`src/rtl/uart_pkg.sv`:
```
// Constants and types shared by the UART transmit path and its arbiter.
package uart_pkg;

    localparam int unsigned CLK_HZ   = 50250000;
    localparam int unsigned BAUD     = 115200;
    localparam int unsigned BAUD_DIV = CLK_HZ / BAUD;

    typedef enum logic [0:0] {
        ST_IDLE = 1'b0,
        ST_SEND = 1'b1
    } arb_state_e;

    // Counter width able to hold max_val, never narrower than one bit.
    function automatic int unsigned cnt_width(input int unsigned max_val);
        return (max_val == 0) ? 1 : $clog2(max_val + 1);
    endfunction

endpackage

```
`src/rtl/uart_tx_arbiter_if.sv`:
```
// Requester-side byte streams plus the uart_tx data handshake of the arbiter.
interface uart_tx_arbiter_if #(
    parameter int unsigned NUM_REQ = 4
);

    logic [NUM_REQ-1:0]   req_valid_i;
    logic [NUM_REQ*8-1:0] req_data_i;
    logic [NUM_REQ-1:0]   req_last_i;
    logic [NUM_REQ-1:0]   req_ready_o;
    logic [NUM_REQ-1:0]   grant_o;
    logic                 busy_o;
    logic                 uart_val_o;
    logic [7:0]           uart_data_o;
    logic                 uart_rdy_i;

    // Arbiter side.
    modport slave (
        input  req_valid_i, req_data_i, req_last_i, uart_rdy_i,
        output req_ready_o, grant_o, busy_o, uart_val_o, uart_data_o
    );

    // Requester / uart_tx side.
    modport master (
        output req_valid_i, req_data_i, req_last_i, uart_rdy_i,
        input  req_ready_o, grant_o, busy_o, uart_val_o, uart_data_o
    );

endinterface

```
`src/rtl/rr_pick.sv`:
```
// Combinational round-robin picker: first set request at or after ptr_i, cyclically.
module rr_pick #(
    parameter int unsigned N  = 4,
    parameter int unsigned PW = 2
) (
    input  logic [N-1:0]  req_i,
    input  logic [PW-1:0] ptr_i,
    output logic [N-1:0]  gnt_o,
    output logic          any_o
);

    logic          found;
    logic [PW:0]   sum;
    logic [PW-1:0] idx;

    always_comb begin
        gnt_o = '0;
        found = 1'b0;
        sum   = '0;
        idx   = '0;
        for (int unsigned i = 0; i < N; i++) begin
            sum = {1'b0, ptr_i} + (PW+1)'(i);
            if (sum >= (PW+1)'(N)) begin
                sum = sum - (PW+1)'(N);
            end
            idx = sum[PW-1:0];
            if (!found && req_i[idx]) begin
                gnt_o[idx] = 1'b1;
                found      = 1'b1;
            end
        end
    end

    assign any_o = |req_i;

endmodule

```
`src/rtl/uart_tx_arbiter.sv`:
```
// Packet-granular round-robin sharing of one uart_tx among NUM_REQ byte streams.
module uart_tx_arbiter
    import uart_pkg::*;
#(
    parameter int unsigned NUM_REQ      = 4,
    parameter int unsigned MAX_BURST    = 64,
    parameter int unsigned IDLE_TIMEOUT = 1024
) (
    input  logic             clk,
    input  logic             rst_n,
    uart_tx_arbiter_if.slave bus
);

    localparam int unsigned PTR_W     = $clog2(NUM_REQ);
    localparam int unsigned BCNT_W    = cnt_width(MAX_BURST);
    localparam int unsigned ICNT_W    = cnt_width(IDLE_TIMEOUT);
    localparam int unsigned BURST_END = (MAX_BURST == 0) ? 0 : MAX_BURST - 1;
    localparam int unsigned IDLE_END  = (IDLE_TIMEOUT == 0) ? 0 : IDLE_TIMEOUT - 1;
    localparam bit          BURST_EN  = (MAX_BURST != 0);
    localparam bit          TMO_EN    = (IDLE_TIMEOUT != 0);

    arb_state_e          state_q, state_d;
    logic [NUM_REQ-1:0]  grant_q, grant_d;
    logic                busy_q, busy_d;
    logic [PTR_W-1:0]    ptr_q, ptr_d;
    logic [PTR_W-1:0]    gidx_q, gidx_d;
    logic [BCNT_W-1:0]   byte_cnt_q, byte_cnt_d;
    logic [ICNT_W-1:0]   idle_cnt_q, idle_cnt_d;

    logic [NUM_REQ-1:0]  pick_gnt;
    logic                pick_any;
    logic [PTR_W-1:0]    pick_idx;
    logic [PTR_W-1:0]    ptr_nxt;
    logic                sel_valid, sel_last;
    logic [7:0]          sel_data;
    logic                xfer, starved, eop, tmo;
    logic [NUM_REQ-1:0]  ready_c;
    logic                val_c;
    logic [7:0]          data_c;

    rr_pick #(
        .N  (NUM_REQ),
        .PW (PTR_W)
    ) u_pick (
        .req_i (bus.req_valid_i),
        .ptr_i (ptr_q),
        .gnt_o (pick_gnt),
        .any_o (pick_any)
    );

    // One-hot pick to index.
    always_comb begin
        pick_idx = '0;
        for (int unsigned i = 0; i < NUM_REQ; i++) begin
            if (pick_gnt[i]) begin
                pick_idx = PTR_W'(i);
            end
        end
    end

    assign sel_valid = bus.req_valid_i[gidx_q];
    assign sel_last  = bus.req_last_i[gidx_q];
    assign sel_data  = bus.req_data_i[{gidx_q, 3'b000} +: 8];
    assign ptr_nxt   = (gidx_q == PTR_W'(NUM_REQ - 1)) ? '0 : gidx_q + PTR_W'(1);

    // Waiting on a busy UART is not starvation, so only ready-but-empty cycles count.
    assign xfer    = (state_q == ST_SEND) && bus.uart_rdy_i && sel_valid;
    assign starved = (state_q == ST_SEND) && bus.uart_rdy_i && !sel_valid;
    assign eop     = xfer && (sel_last || (BURST_EN && (byte_cnt_q == BCNT_W'(BURST_END))));
    assign tmo     = starved && TMO_EN && (idle_cnt_q == ICNT_W'(IDLE_END));

    // Ready and valid follow uart_rdy_i so nothing is offered in uart_tx's first idle cycle.
    always_comb begin
        ready_c = '0;
        val_c   = 1'b0;
        data_c  = '0;
        if (state_q == ST_SEND) begin
            ready_c[gidx_q] = bus.uart_rdy_i;
            val_c           = bus.uart_rdy_i && sel_valid;
            data_c          = sel_data;
        end
    end

    always_comb begin
        state_d    = state_q;
        grant_d    = grant_q;
        busy_d     = busy_q;
        ptr_d      = ptr_q;
        gidx_d     = gidx_q;
        byte_cnt_d = byte_cnt_q;
        idle_cnt_d = idle_cnt_q;
        case (state_q)
            ST_IDLE: begin
                if (pick_any) begin
                    state_d    = ST_SEND;
                    grant_d    = pick_gnt;
                    busy_d     = 1'b1;
                    gidx_d     = pick_idx;
                    byte_cnt_d = '0;
                    idle_cnt_d = '0;
                end
            end
            ST_SEND: begin
                if (xfer) begin
                    byte_cnt_d = byte_cnt_q + BCNT_W'(1);
                    idle_cnt_d = '0;
                end else if (starved) begin
                    idle_cnt_d = idle_cnt_q + ICNT_W'(1);
                end
                if (eop || tmo) begin
                    state_d = ST_IDLE;
                    grant_d = '0;
                    busy_d  = 1'b0;
                    ptr_d   = ptr_nxt;
                end
            end
            default: begin
                state_d = ST_IDLE;
                grant_d = '0;
                busy_d  = 1'b0;
            end
        endcase
    end

    always_ff @(posedge clk or negedge rst_n) begin
        if (!rst_n) begin
            state_q    <= ST_IDLE;
            grant_q    <= '0;
            busy_q     <= 1'b0;
            ptr_q      <= '0;
            gidx_q     <= '0;
            byte_cnt_q <= '0;
            idle_cnt_q <= '0;
        end else begin
            state_q    <= state_d;
            grant_q    <= grant_d;
            busy_q     <= busy_d;
            ptr_q      <= ptr_d;
            gidx_q     <= gidx_d;
            byte_cnt_q <= byte_cnt_d;
            idle_cnt_q <= idle_cnt_d;
        end
    end

    assign bus.grant_o     = grant_q;
    assign bus.busy_o      = busy_q;
    assign bus.req_ready_o = ready_c;
    assign bus.uart_val_o  = val_c;
    assign bus.uart_data_o = data_c;

endmodule

```
`src/flat_wrapper.sv`:
```
// flat-port wrapper written by rule: the top's interface ports become plain ports
module uart_tx_arbiter_flat import uart_pkg::*;
#(
    parameter int unsigned NUM_REQ      = 4,
    parameter int unsigned MAX_BURST    = 64,
    parameter int unsigned IDLE_TIMEOUT = 1024
)
  (clk, rst_n, bus_req_valid_i, bus_req_data_i, bus_req_last_i, bus_uart_rdy_i, bus_req_ready_o, bus_grant_o, bus_busy_o, bus_uart_val_o, bus_uart_data_o);
  uart_tx_arbiter_if #(.NUM_REQ(NUM_REQ)) bus_i ();
  input  logic clk;
  input  logic rst_n;
  input wire logic [$bits(bus_i.req_valid_i)-1:0] bus_req_valid_i;
  input wire logic [$bits(bus_i.req_data_i)-1:0] bus_req_data_i;
  input wire logic [$bits(bus_i.req_last_i)-1:0] bus_req_last_i;
  input wire logic [$bits(bus_i.uart_rdy_i)-1:0] bus_uart_rdy_i;
  output wire logic [$bits(bus_i.req_ready_o)-1:0] bus_req_ready_o;
  output wire logic [$bits(bus_i.grant_o)-1:0] bus_grant_o;
  output wire logic [$bits(bus_i.busy_o)-1:0] bus_busy_o;
  output wire logic [$bits(bus_i.uart_val_o)-1:0] bus_uart_val_o;
  output wire logic [$bits(bus_i.uart_data_o)-1:0] bus_uart_data_o;
  assign bus_i.req_valid_i = bus_req_valid_i;
  assign bus_i.req_data_i = bus_req_data_i;
  assign bus_i.req_last_i = bus_req_last_i;
  assign bus_i.uart_rdy_i = bus_uart_rdy_i;
  assign bus_req_ready_o = bus_i.req_ready_o;
  assign bus_grant_o = bus_i.grant_o;
  assign bus_busy_o = bus_i.busy_o;
  assign bus_uart_val_o = bus_i.uart_val_o;
  assign bus_uart_data_o = bus_i.uart_data_o;
  uart_tx_arbiter #(.NUM_REQ(NUM_REQ), .MAX_BURST(MAX_BURST), .IDLE_TIMEOUT(IDLE_TIMEOUT)) u_core (.clk(clk), .rst_n(rst_n), .bus(bus_i));
endmodule
```
`config.mk`:
```
export PLATFORM = sky130hd
export DESIGN_NAME = uart_tx_arbiter_flat
export DESIGN_NICKNAME = d
export VERILOG_FILES = /design/src/rtl/uart_pkg.sv /design/src/rtl/uart_tx_arbiter_if.sv /design/src/rtl/rr_pick.sv /design/src/rtl/uart_tx_arbiter.sv /design/src/flat_wrapper.sv
export SDC_FILE = /design/constraint.sdc
export NUM_CORES = 1
export LEC_CHECK = 0
export ABC_AREA = 1
export BUFFER_PORTS_ARGS = -buffer_cell sky130_fd_sc_hd__buf_2
export CORE_ASPECT_RATIO = 0.5
export CORE_MARGIN = 1.5
export CORE_UTILIZATION = 30
export CTS_CLUSTER_DIAMETER = 150
export CTS_CLUSTER_SIZE = 8
export DETAILED_ROUTE_END_ITERATION = 12
export HOLD_SLACK_MARGIN = 0.03
export RECOVER_POWER = 25
export SLEW_MARGIN = 10
export SYNTH_ARGS = -nofsm -noshare
export SYNTH_HDL_FRONTEND = slang
export SYNTH_SLANG_ARGS = --single-unit
```
`constraint.sdc`:
```
create_clock -name clk -period 2.6 [get_ports clk]
set_input_delay 0.52 -clock clk [delete_from_list [all_inputs] [get_ports clk]]
set_output_delay 0.52 -clock clk [all_outputs]
set_load 0.03 [all_outputs]
```
Word-level counts from Yosys, hierarchy flattened:

Index checks and enable logic that the tools add are counted.

* mux-type cells: 56
* add/sub/neg operators: 10
* shift operators: 1
* equality and inequality tests: 7
* reduce and logical (&&, ||, !) cells: 26
* bitwise operators: 5
* order comparisons: 14

Operators by type and width (number)
* two-way mux 11 bit: 3
* indexed part select 32 x 6 -> 8 bit: 1
* two-way mux 4 bit: 7
* one-hot mux 11 bit (2 select lines): 1
* two-way mux 1 bit: 20
* less-than comparator 2 x 3 -> 1 bit (second input constant): 5
* logical AND 1 bit: 14
* two-way mux 2 bit: 7
* two-way mux 7 bit: 2
* one-hot mux 7 bit (2 select lines): 1
* binary-select mux 1 bit (select 2 bit): 6
* OR 4 bit: 3
* adder 11 x 1 -> 11 bit (second input constant): 1
* == test 11 x 10 -> 1 bit (second input constant): 1
* demux 1 bit (select 2 bit): 5
* >= comparator 2 x 1 -> 1 bit (second input constant): 5
* AND reduction 2 bit: 5
* >= comparator 3 bit (second input constant): 3
* two-way mux 8 bit: 1
* one-hot mux 4 bit (2 select lines): 1
* subtractor 2 x 1 -> 2 bit (second input constant): 4
* adder 7 x 1 -> 7 bit (second input constant): 1
* == test 7 x 6 -> 1 bit (second input constant): 1
* adder 2 x 2 -> 3 bit (second input constant): 2
* other kinds (13): 19

* bits of input ports: 43
* output and inout port bits: 18
* bits in registers: 28
* word-level logic and storage cells: 126

Logic depth before layout (Yosys ltp):

Gate-level depths: netlist (run 1).

* depth in word-level cells: 17
* gate-level depth with buffers: 12
* gate-level depth less buffers: 12

By module:

A second synthesis (run 1) with hierarchy kept.

* cells, all modules: 328
* area, all modules: 2242.2 sq um

By module, submodules not included
* uart_tx_arbiter: instances 1, cells each 254, sequential area each 700.7 sq um, area each 1839.3 sq um
* rr_pick: instances 1, cells each 74, sequential area each 0.0 sq um, area each 402.9 sq um

Least setup slack after synthesis (run 1):

OpenSTA, ideal clock, no wires.

* path kind: flip-flop to output port
* start point: register u_core.gidx_q[0]
* end point: output bus_req_ready_o[0]
* setup slack: 455 ps
* buffers on the path: 2
* arrival time: 1625 ps
* cell stages (with the launch flop): 7
* required time: 2080 ps
* path through: dfrtp_1 > inv_2 > clkbuf_1 > clkbuf_1 > ha_1 > inv_1 > nor2_1

* word-level cells in the longest chain between the ends: 6
* elaborated cells between the ends (all ways): 7
* classes of those cells: order compare (2); mux (3); bitwise (1); reduce/logical (1)

Ends and longest elaborated chain
* start, declared: line uart_tx_arbiter.sv:26 `logic [PTR_W-1:0] gidx_q, gidx_d;`
* start signal, assigned: line uart_tx_arbiter.sv:139 `gidx_q <= gidx_d;`
* less-than comparator 2 x 3 -> 1 bit (implied by the code) or >= comparator 2 x 1 -> 1 bit (tied branches): line uart_tx_arbiter.sv:78 `ready_c[gidx_q] = bus.uart_rdy_i;`
* logical AND 1 bit (implied by the code): line uart_tx_arbiter.sv:78
* two-way mux 1 bit (implied by the code): line uart_tx_arbiter.sv:78
* demux 1 bit (select 2 bit) *
* bitwise AND 4 bit (no source line) *
* two-way mux 4 bit *: line uart_tx_arbiter.sv:77 `if (state_q == ST_SEND) begin`
* end, declared: line flat_wrapper.sv:16 `output wire logic [$bits(bus_i.req_ready_o)-1:0] bus_req_ready_o;`

Mark *: on every way between the ends. The rest lies on a longest branch, timed or not.

Worst setup path in the final report (run 1):

* start point: register u_core.gidx_q[0]
* end point: output bus_uart_val_o

* word-level cells in the longest chain between the ends: 4

Ends and longest elaborated chain
* binary-select mux 1 bit (select 2 bit): line uart_tx_arbiter.sv:61 `assign sel_valid = bus.req_valid_i[gidx_q];`
* two-way mux 1 bit (implied by the code): line uart_tx_arbiter.sv:61
* logical AND 1 bit: line uart_tx_arbiter.sv:79 `val_c = bus.uart_rdy_i && sel_valid;`
* two-way mux 1 bit: line uart_tx_arbiter.sv:77
* end, declared: line flat_wrapper.sv:19 `output wire logic [$bits(bus_i.uart_val_o)-1:0] bus_uart_val_o;`

No other way between the ends. The select of a mux whose other input is x is not followed.

==> impl_metrics.json, run 1 <==
{
  "cts_hold_buf": 0,
  "ant_nets": 0,
  "drt_pre_antenna_iters": 4,
  "synth-async-reset-ratio": 1.000,
  "viasPerCell": 4.709,
  "overflow": 0,
  "clk_pin_slew_ps": 60,
  "hold_depth": 2,
  "grt_usage": 0.1442,
  "dieArea_um2": 7843,
  "setup_violations": 0,
  "synth-xor-area-share": 0.01201,
  "tritoncts": "done",
  "drc": 0,
  "relSlewSlack": 0.007680,
  "synthTopCellsByArea": "dfrtp_1 32%, nand2_1 12%, nor2_1 9.4%",
  "synth_top_family_by_area": "simple AND/OR/NAND/NOR gates",
  "cts_resized": 0,
  "reg2reg_slack_ps": 500,
  "core_area_um2": 6858,
  "arrival_ps": 1720,
  "yosysMostFrequentCell": "nand2_1",
  "syn_inst": 322,
  "worstHoldEndpoint": "u_core.bus.busy_o$_DFFE_PN0P_",
  "outcome": "finished, violations left",
  "ys_seq_elements": 28,
  "grt_setup_unrepaired": "false",
  "synth-edff-count": 0,
  "yosysTopAreaCell": "dfrtp_1",
  "min_from": "u_core.bus.busy_o$_DFFE_PN0P_",
  "yosysSeqAreaShare": 0.3204,
  "synth.top_cell.area_share": 0.3204,
  "post-route-min-period_ps": 2242,
  "place.gp.congestion": 0.7783,
  "synth_mux_area_frac": 0,
  "synth-adder-area-share": 0.06865,
  "clk_latency_ps": 260,
  "leakage_nw": 1.354,
  "p_total_mw": 2.914,
  "fill_cells": 701,
  "netlist_top_cells_count": "69 x nand2_1, 55 x nor2_1, 35 x o21ai_0",
  "dp_hpwl_mm": 4.222,
  "hold_viol": 0,
  "rr_startpoint": "u_core.ptr_q[0]$_DFFE_PN0P_",
  "clockBufferDepth": 2,
  "finalClockSkew_ps": 6.234,
  "drt_wl_total_mm": 5.419,
  "period_share": 0.8624,
  "ir_drop_uv": 350.8,
  "worstReg2RegEnd": "u_core.gidx_q[0]$_DFFE_PN0P_",
  "clock-sinks": 28,
  "grt_max_degree": 29,
  "failed_checks": "max-capacitance violations",
  "power_density_nw_per_um2": 1086,
  "stdcell_count": 475,
  "required_ps": 2080,
  "syn2layout_area_growth_pct": 22.71,
  "synth_top_flop_cell": "dfrtp_1",
  "diodes": 0,
  "max_clock_freq_mhz": 446.0,
  "rows": 21,
  "cts_max_level": 1,
  "timing.critical_path.from": "u_core.gidx_q[0]$_DFFE_PN0P_",
  "start_util": 0.3189,
  "grt_first_pass_wirelength_mm": 9.321,
  "synth_simple_gate_area_frac": 0.3822,
  "crit_type": "flip-flop to output pin",
  "port_buffers": 60,
  "start_kind": "flip-flop",
  "synth_compound_area_frac": 0.1362,
  "numPlacedInstances": 472,
  "hold_ws_ps": 476.3,
  "root_buffer": "clkbuf_16",
  "fp.dieW_um": 123.8,
  "synth_fp_nets": 377,
  "final_nets": 440,
  "cts_buffers": 3,
  "synth_area_um2": 2187,
  "routedWlPerCell_um": 11.41,
  "worst_pin_slew_ps": 1488,
  "vias": 2237,
  "ioPinCount": 61,
  "fp.dieH_um": 63.38,
  "drtIter0Drc": 72,
  "drive_gt1_frac": 0.2402,
  "syn_area_per_cell_um2": 6.792,
  "cts_setup_buffers": 0,
  "cp-end-kind": "output pin",
  "max_cap_viol_count": 1,
  "antenna_found_initial": 0,
  "fin_util": 0.3914,
  "reg2reg_depth": 12,
  "finalSetupTns_ps": 0,
  "critPathMaxFanout": 23,
  "slew_viol_final": 0,
  "yosysWarningCount": 0,
  "grt_pass1_vias": 2071,
  "synth_cell_types": 26,
  "min-delay-path-class": "flip-flop to flip-flop"
}
==> sequential cells by signal, summed over array words and instances, names as in the netlist <==
signal	flops
u_core.idle_cnt_q	11
u_core.bus.grant_o	4
u_core.byte_cnt_q	7
u_core.bus.busy_o	1
u_core.state_q	1
u_core.gidx_q	2
u_core.ptr_q	2
==> routing by layer <==
layer / vias to the layer above / wire length (µm) / GRT usage
li1: 1161 / - / -
met1: 1035 / 2751 / 0.2074
met2: 39 / 2493 / 0.2327
met3: 2 / 155 / 0.02174
met4: 0 / 19 / 0.02155
met5: - / 0 / 0
==> logic make-up after synthesis <==
kind of cell,Yosys count
simple gates,179
compound gates,54
buf+inv,46
flops,28
fa+ha+maj,12
xor+xnor,3
==> area by class of cell <==
class                   count  area, µm²  area share
inverters                  39      146.4     0.05455
repair buffers             65      336.6      0.1254
well taps                  92      115.1     0.04289
flip-flops and latches     28      700.7      0.2611
multi-input cells         248       1310      0.4881
clock buffers               3      75.07     0.02797
==> critical path, stage by stage (launching register included) <==
cell	delay, ps
dfrtp_1	470
inv_2	300
nand2_1	90
nand3_1	80
nand2_1	130
nor2_4	170
buf_2	220
==> per-stage QoR <==
stage	setup slack (ps)	area, µm²
after floorplan	455.3	2187
after global placement	446.2	2610
after detailed placement	507.3	2610
after CTS	349.2	2685
after global routing	198.2	2684
final	357.9	2684
==> placed cells by master (no fill, tap or decap), drive strengths merged <==
master,instances
nand2,78
buf,64
nor2,60
inv,39
o21ai,36
nand3,32
dfrtp,28
ha,12
a21oi,11
nand4,5
o22ai,4
clkbuf,4
nor3,3
xor2,3
a31oi,1
nand3b,1
o31ai,1
a22o,1
==> worst max path at each step <==
| stage | end | slack (ps) | cells after the start |
|---|---|---|---|
| global route | bus_uart_val_o | 200 | 6 |
| global placement | u_core.gidx_q[0]$_DFFE_PN0P_ | 450 | 12 |
| floorplan | bus_req_ready_o[0] | 460 | 6 |
| CTS | bus_uart_val_o | 350 | 6 |
| finish | bus_uart_val_o | 360 | 6 |
| detailed placement | u_core.gidx_q[0]$_DFFE_PN0P_ | 510 | 12 |
==> report_power, final <==
part | total (mW) | switching [mW] | internal (mW)
clock | 0.344 | 0.140 | 0.204
sequential | 0.668 | 0.123 | 0.545
combinational | 1.90 | 1.29 | 0.616
Power figures use the tool's default switching activity.
==> inputs of run 2 (changes only) <==
--- a/config.mk
+++ b/config.mk
@@ -8,7 +8,6 @@
 export ABC_AREA = 1
 export BUFFER_PORTS_ARGS = -buffer_cell sky130_fd_sc_hd__buf_2
 export CORE_ASPECT_RATIO = 0.5
-export CORE_MARGIN = 1.5
 export CORE_UTILIZATION = 30
 export CTS_CLUSTER_DIAMETER = 150
 export CTS_CLUSTER_SIZE = 8
@@ -18,4 +17,5 @@
 export SLEW_MARGIN = 10
 export SYNTH_ARGS = -nofsm -noshare
 export SYNTH_HDL_FRONTEND = slang
+export SYNTH_HIERARCHICAL = 1
 export SYNTH_SLANG_ARGS = --single-unit
==> run 2 against run 1 <==
The run ends with max-capacitance violations, max-slew violations left. Critical path type unchanged. Setup slack better by 69 ps. Sequential share of layout area down 0.58 points. Largest cell class unchanged. Clock skew down 3.0 ps. Clock power up 35%. Maximum frequency up 3.2%.
==> impl_metrics.json, run 2 <==
{
  "outcome": "finished, violations left",
  "failed_checks": "max-capacitance violations, max-slew violations",
  "syn2layout_area_growth_pct": 22.43,
  "grt_pass1_vias": 2105,
  "start_util": 0.3232,
  "synth_compound_area_frac": 0.1088,
  "yosysWarningCount": 6,
  "arrival_ps": 1650,
  "cp.depth": 6,
  "period_share": 0.8357,
  "synth_area_um2": 2242,
  "yosysSeqAreaShare": 0.3125,
  "min-delay-path-class": "flip-flop to flip-flop",
  "power.switching_mw": 1.390,
  "numPlacedInstances": 477,
  "drt_wl_total_mm": 5.463,
  "clk_latency_ps": 270,
  "yosysMostFrequentCell": "nand2_1",
  "rows": 21,
  "syn_inst": 328,
  "ys_seq_elements": 28,
  "dp_hpwl_mm": 4.174,
  "grt_first_pass_wirelength_mm": 9.522,
  "yosysTopAreaCell": "dfrtp_1",
  "max_clock_freq_mhz": 460.2,
  "ir_drop_uv": 421.5,
  "cts_setup_buffers": 0,
  "layout_commonest_cell": "nand2_1",
  "post-route-min-period_ps": 2173,
  "synth-edff-count": 0,
  "leakage_nw": 1.442,
  "viasPerCell": 4.647,
  "setup_violations": 0,
  "ant_nets": 0,
  "antenna_found_initial": 0,
  "diodes": 0,
  "slew_viol_final": 29,
  "timing.critical_path.from": "u_core/gidx_q[0]$_DFFE_PN0P_",
  "worst_path_largest_cell_delay_ps": 390,
  "path_buf_inv": 2,
  "pwr-share-clk": 0.168,
  "path_delay_family": "buffers and inverters",
  "seqPwrFrac": 0.228,
  "place.gp.congestion": 0.7610,
  "ioPinCount": 61,
  "synth_top_flop_cell": "dfrtp_1",
  "mostFrequentLayoutCells": "83 x nand2_1, 59 x buf_2, 50 x nor2_1",
  "synthTopCellsByArea": "dfrtp_1 31%, nand2_1 14%, nor2_1 8.4%",
  "clock-sinks": 28,
  "fin_util": 0.3957,
  "switching_share": 0.5041,
  "synth-adder-area-share": 0.06696,
  "dieArea_um2": 7845,
  "root_buffer": "clkbuf_16",
  "regArea_um2": 700.7,
  "cts_max_level": 1,
  "p_total_mw": 2.758,
  "overflow": 0,
  "drive_gt1_frac": 0.2494,
  "combPwrFrac": 0.604,
  "largest-register": "u_core/idle_cnt_q",
  "required_ps": 2080,
  "cts_resized": 0,
  "worstReg2RegEnd": "u_core/gidx_q[0]$_DFFE_PN0P_",
  "grt_usage": 0.1468,
  "reg2reg_depth": 11,
  "fill_cells": 741,
  "start_kind": "flip-flop",
  "core_area_um2": 6937,
  "hold_viol": 0,
  "synth-async-reset-ratio": 1.000,
  "drtIter0Drc": 100,
  "max_cap_viol_count": 1,
  "synth_mux_area_frac": 0,
  "reg2reg_slack_ps": 680,
  "fp.dieH_um": 63.13,
  "drt_pre_antenna_iters": 4,
  "finalSetupTns_ps": 0,
  "clockBufferDepth": 2,
  "endpoint": "bus_uart_val_o",
  "grt_max_degree": 29,
  "syn_area_per_cell_um2": 6.836,
  "crit_type": "flip-flop to output pin",
  "finalClockSkew_ps": 3.281,
  "relSlewSlack": -0.01349,
  "final_nets": 445,
  "clk_pin_slew_ps": 70,
  "critPathMaxFanout": 24,
  "fp.dieW_um": 124.3,
  "synth.top_cell.area_share": 0.3125,
  "netlist_top_cells_count": "83 x nand2_1, 50 x nor2_1, 36 x nand3_1",
  "power_density_nw_per_um2": 1005,
  "intPower_mw": 1.368,
  "cts_hold_buf": 0,
  "routedWlPerCell_um": 11.36,
  "largest_reg_flops": 11,
  "synth_top_family_by_area": "simple AND/OR/NAND/NOR gates",
  "rr_startpoint": "u_core/ptr_q[1]$_DFFE_PN0P_",
  "synth_fp_nets": 383,
  "grt_setup_unrepaired": "false",
  "worst_pin_slew_ps": 1520,
  "cp-end-kind": "output pin",
  "crit_path_cell_trace": "inv_2 > nand2_1 > nand3_2 > nand2_4 > nor2_8 > buf_2",
  "synth-xor-area-share": 0.01563,
  "tritoncts": "done",
  "synth_cell_types": 29,
  "multiInputGateArea_um2": 1375,
  "drc": 0,
  "stdcell_count": 481,
  "vias": 2235,
  "cpMaxStageDelayCell": "dfrtp_1",
  "cts_buffers": 3,
  "synth_simple_gate_area_frac": 0.4219,
  "port_buffers": 60
}
[run 2: cell count changes after synthesis, moves of 3 or more]
cell	before	now
nand2_1	69	83
nand2_4	2	5
o21ai_0	35	26
nor2_1	55	50
clkbuf_1	4	1
nand3_1	28	36
o22ai_1	4	0
nor3_1	3	0
nand3_2	2	5
inv_1	34	24
[run 2: layout make-up]
cell class	instances	area share
inverter	32	0.04376
multi-input combinational	261	0.5009
timing repair buffer	64	0.1199
clock buffer	3	0.02735
sequential	28	0.2552
tap	92	0.04193
clock inverter	1	0.01094
[run 2: worst min path at each step]
stage | startpoint | to | slack [ps] | depth (start not counted)
2_1_floorplan | rst_n | u_core/bus.busy_o$_DFFE_PN0P_ | 220 | 0
3_3_place_gp | u_core/idle_cnt_q[3]$_DFFE_PN0P_ | u_core/idle_cnt_q[3]$_DFFE_PN0P_ | 480 | 2
3_5_place_dp | u_core/idle_cnt_q[3]$_DFFE_PN0P_ | u_core/idle_cnt_q[3]$_DFFE_PN0P_ | 480 | 2
4_1_cts | rst_n | u_core/byte_cnt_q[1]$_DFFE_PN0P_ | 290 | 1
5_1_grt | u_core/bus.busy_o$_DFFE_PN0P_ | u_core/bus.busy_o$_DFFE_PN0P_ | 560 | 2
6_report | u_core/idle_cnt_q[3]$_DFFE_PN0P_ | u_core/idle_cnt_q[3]$_DFFE_PN0P_ | 500 | 2
[run 2: kinds of logic (layout without fill, tap and decap cells)]
| kind of cell | count (synthesis) | after routing |
|---|---|---|
| fa+ha+maj | 12 | 12 |
| xor+xnor | 4 | 4 |
| compound gates | 46 | 46 |
| buf+inv | 39 | 100 |
| simple gates | 199 | 199 |
| flops | 28 | 28 |
[run 2: per-layer routing]
| layer | GRT usage | share of wire | vias up |
|---|---|---|---|
| met3 | 0.02379 | 0.039 | 4 |
| met5 | 0 | 0 | - |
| li1 | - | - | 1182 |
| met4 | 0.03012 | 0.0086 | 0 |
| met2 | 0.2500 | 0.46 | 46 |
| met1 | 0.1966 | 0.49 | 1003 |
[run 2: stage by stage]
| stage | hold WS, ps | area [µm²] | setup WS [ps] |
|---|---|---|---|
| 2_1_floorplan | 224.4 | 2242 | 640.8 |
| 3_3_place_gp | 482.5 | 2641 | 701.2 |
| 3_5_place_dp | 482.1 | 2641 | 702.5 |
| 4_1_cts | 293.0 | 2746 | 414.3 |
| 5_1_grt | 560.9 | 2745 | 265.1 |
| 6_report | 498.6 | 2745 | 427.2 |
[run 2: power by group through the flow]
| stage | combinational (mW) | clock, mW | sequential (mW) |
|---|---|---|---|
| 2_1_floorplan | 1.22 | 0 | 0.690 |
| 3_3_place_gp | 1.67 | 0 | 0.637 |
| 3_5_place_dp | 1.67 | 0 | 0.638 |
| 4_1_cts | 1.67 | 0.471 | 0.630 |
| 5_1_grt | 1.87 | 0.492 | 0.648 |
| 6_report | 1.67 | 0.463 | 0.630 |
[run 2: tightest hold or removal path, cell delays in order (launching register included)]
cell,delay (ps)
dfrtp_1,350
nand2_1,50
o21ai_0,60
